$ cat src/rtl/csa21_pkg.sv
// Shared types and helpers for the csa21 accumulation stage.
// Holds operand/result widths, the stage state enum and a saturating increment.
package csa21_pkg;

    localparam int DATA_W = 21;
    localparam int SUM_W  = 22;

    typedef enum logic [1:0] {
        IDLE,
        ACCUM,
        HOLD
    } acc_state_t;

    // Increment that sticks at max_v instead of wrapping.
    function automatic logic [31:0] sat_inc(
        input logic [31:0] v,
        input logic [31:0] max_v
    );
        return (v >= max_v) ? v : v + 32'd1;
    endfunction

endpackage

$ cat src/rtl/UBFCSkA_20_0_20_0.sv
// 21-bit unsigned carry-skip adder, S = X + Y with carry-in 0.
// Ports: X, Y (21-bit operands), S (22-bit sum, S[21] is carry-out).
module UBFCSkA_20_0_20_0
    import csa21_pkg::*;
(
    input  logic [DATA_W-1:0] X,
    input  logic [DATA_W-1:0] Y,
    output logic [SUM_W-1:0]  S
);

    // Seven 3-bit ripple blocks; a block whose bits all propagate
    // forwards its incoming carry directly instead of its ripple carry.
    localparam int BW = 3;
    localparam int NB = DATA_W / BW;

    logic [DATA_W-1:0] s;
    logic              c;
    logic              cin_blk;
    logic              rc;
    logic              pall;
    logic              p;

    always_comb begin
        s       = '0;
        c       = 1'b0;
        cin_blk = 1'b0;
        rc      = 1'b0;
        pall    = 1'b0;
        p       = 1'b0;
        for (int b = 0; b < NB; b++) begin
            cin_blk = c;
            rc      = c;
            pall    = 1'b1;
            for (int k = 0; k < BW; k++) begin
                p              = X[b*BW+k] ^ Y[b*BW+k];
                s[b*BW+k]      = p ^ rc;
                rc             = (X[b*BW+k] & Y[b*BW+k]) | (p & rc);
                pall           = pall & p;
            end
            c = pall ? cin_blk : rc;
        end
        S = {c, s};
    end

endmodule

$ cat src/rtl/csa21_accum_stage.sv
// Handshaked packet accumulator around the 21-bit carry-skip adder.
// Ports: clk, rst_n; in_valid/in_ready/in_data/in_last term stream;
// out_valid/out_ready/out_sum/out_ovf/out_cnt packet total stream.
module csa21_accum_stage
    import csa21_pkg::*;
#(
    parameter int CNT_W = 8
) (
    input  logic              clk,
    input  logic              rst_n,
    input  logic              in_valid,
    output logic              in_ready,
    input  logic [DATA_W-1:0] in_data,
    input  logic              in_last,
    output logic              out_valid,
    input  logic              out_ready,
    output logic [DATA_W-1:0] out_sum,
    output logic              out_ovf,
    output logic [CNT_W-1:0]  out_cnt
);

    localparam logic [31:0] CNT_MAX = (32'd1 << CNT_W) - 32'd1;

    acc_state_t        state_q, state_d;
    logic [DATA_W-1:0] acc_q, acc_d;
    logic              ovf_q, ovf_d;
    logic [CNT_W-1:0]  cnt_q, cnt_d;

    logic [DATA_W-1:0] add_y;
    logic [SUM_W-1:0]  add_s;
    logic              in_beat;
    logic              out_beat;
    logic              opening;

    // The stored total doubles as the presented result while in HOLD.
    assign out_valid = (state_q == HOLD);
    assign out_sum   = acc_q;
    assign out_ovf   = ovf_q;
    assign out_cnt   = cnt_q;

    assign in_ready = !out_valid | out_ready;
    assign in_beat  = in_valid & in_ready;
    assign out_beat = out_valid & out_ready;

    // A term opens a packet from IDLE, or from HOLD while the old total
    // leaves in the same cycle.
    assign opening = (state_q == IDLE) | ((state_q == HOLD) & out_beat);
    assign add_y   = (state_q == ACCUM) ? acc_q : '0;

    UBFCSkA_20_0_20_0 u_add (
        .X (in_data),
        .Y (add_y),
        .S (add_s)
    );

    always_comb begin
        state_d = state_q;
        acc_d   = acc_q;
        ovf_d   = ovf_q;
        cnt_d   = cnt_q;
        if (in_beat) begin
            acc_d   = add_s[DATA_W-1:0];
            ovf_d   = (opening ? 1'b0 : ovf_q) | add_s[SUM_W-1];
            cnt_d   = opening ? CNT_W'(1)
                              : CNT_W'(sat_inc(32'(cnt_q), CNT_MAX));
            state_d = in_last ? HOLD : ACCUM;
        end else if (out_beat) begin
            acc_d   = '0;
            ovf_d   = 1'b0;
            cnt_d   = '0;
            state_d = IDLE;
        end
    end

    always_ff @(posedge clk or negedge rst_n) begin
        if (!rst_n) begin
            state_q <= IDLE;
            acc_q   <= '0;
            ovf_q   <= 1'b0;
            cnt_q   <= '0;
        end else begin
            state_q <= state_d;
            acc_q   <= acc_d;
            ovf_q   <= ovf_d;
            cnt_q   <= cnt_d;
        end
    end

endmodule

$ cat config.mk
export PLATFORM = sky130hd
export DESIGN_NAME = csa21_accum_stage
export DESIGN_NICKNAME = d
export VERILOG_FILES = /design/src/rtl/csa21_pkg.sv /design/src/rtl/UBFCSkA_20_0_20_0.sv /design/src/rtl/csa21_accum_stage.sv
export SDC_FILE = /design/constraint.sdc
export NUM_CORES = 1
export LEC_CHECK = 0
export CORE_AREA = 4 4 89 91
export DETAILED_ROUTE_END_ITERATION = 6
export DIE_AREA = 0 0 93 95
export PLACE_DENSITY_LB_ADDON = 0.3
export SYNTH_ARGS = -nofsm -noshare
export SYNTH_HDL_FRONTEND = slang
export SYNTH_SLANG_ARGS = --single-unit
$ cat constraint.sdc
create_clock -name clk -period 10.2 [get_ports clk]
set_input_delay 2.04 -clock clk [delete_from_list [all_inputs] [get_ports clk]]
set_output_delay 2.04 -clock clk [all_outputs]
set_load 0.1 [all_outputs]
==> metrics.txt, run 1 <==
routed wire length=5880 um; H-Tree Depth=2; drc violations=0; Core ar.=7140 um^2; RSZ-0062 raised after global routing=yes; initial antenna violation count=0; startpoint types=input pin; largest net degree at the start of global routing=33; antenna cell count=0; # clock sinks=32; synthesized net count=326; Pleak=1.68 nW; Max Clock Skew=0.00462 ns; hold crit path type=flip-flop to flip-flop; Worst-path clk slew=0.06 ns; HPWL Detailed=4350 um; Die X=93 um; max-cap violations=0; Crit path arrival time=10.97 ns; Slew Limit Fails=0; CP Class=input pin to flip-flop; Die Ht=95 um; # setup viols final=3; Total GRT Usage=0.142; Worst EP required=10.40 ns; drt first-iter violations=34; gpl congestion=0.802; worst-margin pin slew=1.02 ns; Final #Nets=410; Pre-Repair DR Iteration Count=4; synthesized area=2430 um^2; Root Driver=clkbuf_8; Ys Warns=0; Post-DRT Antenna Nets=0; Cell Int Power=319 uW; Seq/Total Area, Yosys=0.329; slowest stage cell, crit path=fa_2; combinational power share=0.579; row cnt=31; R2R depth=37; final hold viol count=0; Pwr Density=189 nW/um^2; Worst Path Max Fanout=2; Clock power frac=0.155; dominant cell type by area after synthesis=dfrtp_1; WP buf/inv=3; Worst path depth=37; crit path to=out_ovf; sequential power share=0.266; max incr delay on CP=0.41 ns; Critical Path Sink Type=flip-flop; r2r startpoint=state_q[0]; Final Cell Area=3510 um^2; CTS tree=done; synth unique cells=43; Fmax=0.0928 GHz; number of CTS-inserted buffers=5; setup slack at placement=-1.25 ns; Top delay family on crit path=adder cells; status=finished with violations; final hold slack=0.518 ns; failing checks=negative setup slack; share of layout cells above drive strength 1=0.227; # port buffers=57; first-pass GRT wire length=9780 um; Clock Latency Late Sink=0.29 ns; sw frac=0.519; hold buffers post-CTS=0; clock period minus worst slack=10.77 ns; FFs w/ async S/R, synth=1.00; Die ar.=8840 um^2; Via density=4.59; gr ovfl total=0; R2R setup slack=0.27 ns; Top FF cell, synth=dfrtp_1; Area Overhead vs Synth=44.2%; via count=2029; vias in the first global route=2158; Synth top area share=0.329; Mean Syn Cell Area=9.44 um^2; crit path from=in_data[0]; FF+latch count, synth=32; sw power=344 uW; Post-DP Area=3290 um^2; io pins=58; Post-synth EDFFs=0; cell mode on critical path=fa_2; Final Cycle Share=1.06; r2r endpoint=out_ovf; WL/cell=13.3 um; ranking of synthesized cells by area=dfrtp_1, fa_1, ha_1, nand2_1, inv_1; initial core utilization=0.341; fin worst setup slack=-0.572 ns; slew margin rel.=0.319; Syn Inst Count=258; Worst VDD drop=0.000120 V; clk buf depth=2
[flip-flops by register name, indices dropped and copies added, names as in the netlist]
register  flops
out_cnt       8
state_q       2
out_ovf       1
out_sum      21
[layout make-up]
cell class / instances / area, um^2
tap: 99 / 124
multi-input combinational: 172 / 1540
fill: 682 / 3620
sequential: 32 / 801
timing repair buffer: 84 / 772
clock buffer: 8 / 90.1
inverter: 47 / 181
[stage by stage]
step,total power [mW],instances,utilization,TNS [ns]
finish,0.662,442,0.492,-1.35
global route,0.697,442,0.492,-2.17
CTS,0.667,443,0.492,-1.91
detailed placement,0.543,420,0.461,-3.77
global placement,0.541,420,0.461,-3.22
floorplan,0.444,258,-,-1.01
[cells in the final DEF, fill, tap and decap left out, types with 4 or more instances in the layout]
master           count
clkdlybuf4s50_1     54
nand2_1             46
inv_1               43
dfrtp_1             32
buf_4               26
ha_1                21
fa_2                20
o21ai_0             16
nand3_1              7
o21ai_1              6
clkbuf_8             6
o21ai_2              4
a21oi_1              4
[kinds of logic (layout without fill, tap and decap cells)]
| logic type | count (synthesis) | in the layout | synth area share |
|---|---|---|---|
| AOI/OAI and AO/OA | 48 | 48 | 0.124 |
| xor gates and xnor gates | 1 | 1 | 0.00360 |
| adders and majority gates | 42 | 42 | 0.277 |
| buffers and inverters | 54 | 139 | 0.0930 |
| DFF | 32 | 32 | 0.329 |
| muxes | 6 | 6 | 0.0277 |
| and+or+nand+nor | 75 | 75 | 0.145 |
[what timing repair did]
action	in CTS	in global routing
pin swaps	13	4
resized for setup	18	2
setup endpoints to repair	4	4
setup buffers	15	0
[cell usage after synthesis (all sizes together), types with 2 or more instances]
master,instances
nor2,2
mux2,3
clkbuf,4
and3,3
and2,3
nand2,49
a21oi,4
o311ai,2
buf,3
or4,3
nand3,7
o21ai,26
a21o,2
mux2i,3
o31ai,3
inv,46
dfrtp,32
nand2b,3
ha,22
fa,20
o41ai,3
[tightest hold or removal path, delay by kind of cell, from the launching register on]
family / cells / cell delay (ns)
and+or+nand+nor: 1 / 0.07
AOI/OAI and AO/OA: 1 / 0.05
DFF: 1 / 0.36
[power by group through the flow]
stage / clock [mW] / combinational (mW) / sequential [mW]
floorplan: 0 / 0.0912 / 0.353
global placement: 0 / 0.363 / 0.178
detailed placement: 0 / 0.366 / 0.177
CTS: 0.105 / 0.385 / 0.176
global route: 0.111 / 0.406 / 0.180
finish: 0.102 / 0.383 / 0.176
[how the worst min path moves through the flow]
stage	start	end	slack (ns)	cells after the start
floorplan	state_q[1]	state_q[1]	0.57	1
global placement	out_sum[5]	out_sum[5]	0.49	2
detailed placement	out_sum[18]	out_sum[18]	0.50	2
CTS	out_sum[19]	out_sum[19]	0.52	2
global route	out_sum[6]	out_sum[6]	0.55	2
finish	out_sum[19]	out_sum[19]	0.52	2
[routing by layer]
metal | vias to the layer above | GRT usage | wire length (um)
met5 | - | 0 | 0
met4 | 0 | 0.0525 | 109
met3 | 9 | 0.0335 | 258
met2 | 47 | 0.248 | 2900
met1 | 973 | 0.168 | 2610
li1 | 1000 | - | -
(Power assumes the default switching activity.)
==> run 2: changes to the inputs <==
- CAP_MARGIN: not set -> 20
==> results of run 2 <==
No change in the layout: final DEF, timing and power equal those of run 1.
==> run 3: changes to the inputs <==
- PLACE_DENSITY_LB_ADDON: 0.3 -> not set
- SLEW_MARGIN: not set -> 20
==> run 3 against run 2 <==
Effect of this change: clock power shrank 15%; clock-buffer cell count shrank 3; fmax rose by 1.7%; critical path type unchanged; largest cell class unchanged; global-route usage down 0.53 points; hold slack worse by 0.0066 ns; register-to-register slack improved by 0.26 ns; combinational power shrank 3%; the run still ends with negative setup slack left; first-iteration DRC count fell by 32%; core utilization fell by 1.3 points.
==> metrics.txt, run 3 (synthesized netlist as in run 1, its figures left out) <==
Post-DRT Antenna Nets=0; drt first-iter violations=23; gr ovfl total=0; failing checks=negative setup slack; HPWL Detailed=4280 um; Clock Latency Late Sink=0.28 ns; startpoint types=input pin; # clock sinks=32; CTS tree=done; commonest cells after routing, fill and taps aside=clkdlybuf4s50_1, nand2_1, inv_1, dfrtp_1, ha_1; Slew Limit Fails=0; fin worst setup slack=-0.389 ns; slew margin rel.=0.342; Placed Cells=420; Pwr Density=185 nW/um^2; Root Driver=clkbuf_8; Die ar.=8840 um^2; max incr delay on CP=0.39 ns; WP buf/inv=3; crit path from=in_data[0]; # setup viols final=3; Core ar.=7140 um^2; Die Ht=95 um; clock period minus worst slack=10.59 ns; Total GRT Usage=0.136; Max Clock Skew=0.00146 ns; Crit path arrival time=10.78 ns; Post-DP Area=3290 um^2; status=finished with violations; number of flip-flops under the largest register name=21; Top delay family on crit path=adder cells; Critical Path Sink Type=flip-flop; max-cap violations=0; H-Tree Depth=2; CP Class=input pin to flip-flop; largest net degree at the start of global routing=33; final hold viol count=0; number of CTS-inserted buffers=5; overall power=632 uW; Pleak=1.62 nW; final hold slack=0.511 ns; Hold Crit Start=out_sum[1]; Final Cell Area=3420 um^2; first-pass GRT wire length=9470 um; r2r startpoint=state_q[0]; RSZ-0062 raised after global routing=yes; row cnt=31; Pre-Repair DR Iteration Count=4; vias in the first global route=2062; gpl congestion=0.818; Fmax=0.0944 GHz; cell mode on critical path=fa_2; Area Overhead vs Synth=40.3%; worst-margin pin slew=0.984 ns; via count=1974; non-filler cells, final=429; Via density=4.60; WL/cell=13.1 um; routed wire length=5600 um; initial antenna violation count=0; drc violations=0; Final Cycle Share=1.04; Die X=93 um; slowest stage cell, crit path=fa_2; # port buffers=57; Worst Path Max Fanout=2; hold crit path type=flip-flop to flip-flop; share of layout cells above drive strength 1=0.206; Worst VDD drop=0.0000955 V; antenna cell count=0; Worst-path clk slew=0.06 ns; Final #Nets=400; Worst EP required=10.39 ns; setup slack at placement=-1.21 ns; most common cell after layout, fill and taps aside=clkdlybuf4s50_1; initial core utilization=0.341; io pins=58; clk buf depth=2
[run 3: cell types whose count changed in the layout (fill, tap and decap cells not counted)]
cell,change
o21ai_0,+1
buf_4,-9
clkbuf_1,-2
clkbuf_8,-1
buf_6,-1
o21ai_2,+1
o21ai_1,-2
[run 3: power by group]
| group | switching, mW | internal (mW) |
|---|---|---|
| clock network | 0.0423 | 0.0439 |
| logic | 0.268 | 0.102 |
| registers | 0.0235 | 0.152 |
| total | 0.334 | 0.298 |
[run 3: layer usage]
metal / part of all wire / routed length [um] / global-route usage / up-vias
met5: 0 / 0 / 0 / -
met4: 0.011 / 63 / 0.0403 / 0
met3: 0.051 / 285 / 0.0359 / 4
met2: 0.50 / 2810 / 0.241 / 39
met1: 0.44 / 2440 / 0.163 / 954
li1: - / - / - / 977
[run 3: what timing repair did]
action,CTS,global route
pin swaps,1,0
hold buffers,0,0
gates cloned,0,0
endpoints found under the setup margin,4,3
resized for setup,15,4
buffers inserted,2,2
[run 3: cell type report]
cell class                      count  area, um^2
Multi-Input combinational cell    172        1550
Tap cell                           99         124
Sequential cell                    32         801
Clock buffer                        5        68.8
Fill cell                         715        3720
Timing Repair Buffer               74         693
Inverter                           47         181
[run 3: through the flow]
step / setup TNS, ns / utilization
after floorplan: -1.01 / -
final: -0.778 / 0.479
after global routing: -1.48 / 0.479
after CTS: -0.791 / 0.475
after detailed placement: -3.63 / 0.461
after global placement: -3.28 / 0.461
[run 3: final timing paths]
check,to,slack [ns],depth (start not counted)
worst min register to register,out_sum[1],0.51,2
worst min-delay path,out_sum[1],0.51,2
worst max register to register,out_ovf,0.53,38
worst max-delay path,out_ovf,-0.39,37
min in group asynchronous,out_cnt[4],2.17,2
max in group asynchronous,out_ovf,7.73,2
[run 3: worst min-delay path, cell delays in order (launching register included)]
cell     delay [ns]
dfrtp_1        0.37
nand2_1        0.05
o21ai_0        0.06
==> edit (settings of run 1) <==
`CNT_W`: 8 -> 10.
--- a/src/rtl/csa21_accum_stage.sv
+++ b/src/rtl/csa21_accum_stage.sv
@@ -6,3 +6,3 @@
 #(
-    parameter int CNT_W = 8
+    parameter int CNT_W = 10
 ) (
Ports: changed (resized out_cnt); port bits go from 58 to 60. No check against the original RTL was run, so the function may have changed too.
==> edit against run 1 <==
- the run still ends with negative setup slack left
- largest power group unchanged
- design area up 2.1%
- wire length up 3.3%
- via count up 6.7%
- worst setup slack better by 0.076 ns
- critical endpoint unchanged
- first-iteration DRC count rose to 2.8 times the old value
- fmax up 0.71%
- power down 0.38%
- clock skew about the same
- sequential cell count up 2
- area after synthesis up 5.8%
==> edit: results (changes against run 1) <==
[power]
netSwitchingFraction = 0.5217  ; +0.002840
p_leak_nw = 1.678  ; -0.25%
ir_drop_mv = 0.1035  ; -14%

[logic_synthesis]
synth_nets = 346  ; +6.1%
ys_seq_area_frac = 0.3303  ; +0.001378
yosys-top-cells-area = dfrtp_1 33%, fa_1 16%, ha_1 11%, nand2_1 7.3%, inv_1 6.7%
synthCells = 278  ; +7.8%
ys_types = 45  ; +4.7%
yosys-top-cells-count = 50 x nand2_1, 46 x inv_1, 34 x dfrtp_1
async_flop_share = 1.000  ; unchanged

[place]
routabilityCongestion = 0.8454  ; +5.5%
port_buffers = 59  ; +3.5%
post-place-cells = 441  ; +5.0%
place_hpwl_um = 4568  ; +5.0%
place_ws_ns = -1.330  ; -0.08216 ns

[sta]
setup_viol = 3  ; unchanged
setup_tns_ns = -1.020  ; +0.3254 ns
timing.final.ws_setup_ns = -0.4955  ; +0.07644 ns
skew_ns = 0.004372  ; -0.0002480 ns
max-slew-margin-rel = 0.3420  ; +0.02345

[clock_tree]
cts.htree.levels = 2  ; unchanged

[cells_and_area]
drive_gt1_frac = 0.1836  ; -0.04379
fin_nets = 421  ; +2.7%
fin_cells = 453  ; +2.5%

[route]
viasPerCell = 4.777  ; +4.1%
drt_first_iter_violations = 96  ; +180%
routed_wl_um = 6072  ; +3.3%

[global_route]
track_usage = 0.1481  ; +0.006549
first_global_vias = 2179  ; +0.97%
grt_max_degree = 35  ; +6.1%
grt_first_pass_wirelength_um = 10430  ; +6.6%

[worst_setup_path]
arrival_ns = 10.90  ; -0.07 ns
max_stage_delay_ns = 0.39  ; -0.02 ns
rr_worst_depth = 38  ; +2.7%

[status]
outcome = complete, but fails checks
violations = negative setup slack

edit: per-stage QoR:
step	cell area [µm²]	power (W)
detailed placement	3441	0.0005526
global placement	3441	0.0005505
finish	3587	0.0006596
CTS	3580	0.0006667
global route	3587	0.0006980
floorplan	2674	0.0004528
edit: layer usage:
metal,vias up,global-route usage,part of all wire
met2,53,0.2436,0.48
met1,1040,0.1979,0.47
met4,0,0.04762,0.012
li1,1065,-,-
met3,6,0.02709,0.040
met5,-,0,0
edit: cell families after synthesis:
| logic type | synth area share |
|---|---|
| multiplexers | 0.02914 |
| AND/OR/NAND/NOR | 0.1544 |
| AO/OA/AOI/OAI | 0.1413 |
| buffers and inverters | 0.08256 |
| adder cells (fa/ha/maj) | 0.2623 |
| flip-flops | 0.3303 |
edit: worst paths after layout:
kind	startpoint	endpoint	slack, ns
worst max-delay path	in_data[0]	out_ovf	-0.50
worst min-delay path	out_sum[3]	out_sum[3]	0.50
worst max register to register	state_q[0]	out_ovf	0.39
worst min register to register	out_sum[3]	out_sum[3]	0.50
max in group asynchronous	rst_n	out_sum[13]	7.89
min in group asynchronous	rst_n	out_cnt[9]	1.82
edit: tightest hold or removal path, stage by stage (launching register included):
cell	delay [ns]
dfrtp_1	0.36
nand2_1	0.05
o21ai_0	0.06
edit: layout make-up:
cell class	instances	area, µm²
Fill cell	699	3550
Clock inverter	1	5.005
Inverter	46	172.7
Tap cell	99	123.9
Clock buffer	7	86.33
Sequential cell	34	850.8
Multi-Input combinational cell	190	1640
Timing Repair Buffer	76	708.2
edit: timing repair:
item / CTS / global route
pin swaps: 1 / 3
setup endpoints to repair: 4 / 4
buffers inserted: 3 / 1
gates resized for setup: 16 / 1
edit: power groups by stage:
stage	combinational, W	clock, W	sequential, W
global placement	0.000363	0	0.000187
detailed placement	0.000367	0	0.000186
CTS	0.000372	0.000110	0.000185
floorplan	0.0000910	0	0.000362
global route	0.000393	0.000116	0.000189
finish	0.000370	0.000105	0.000185
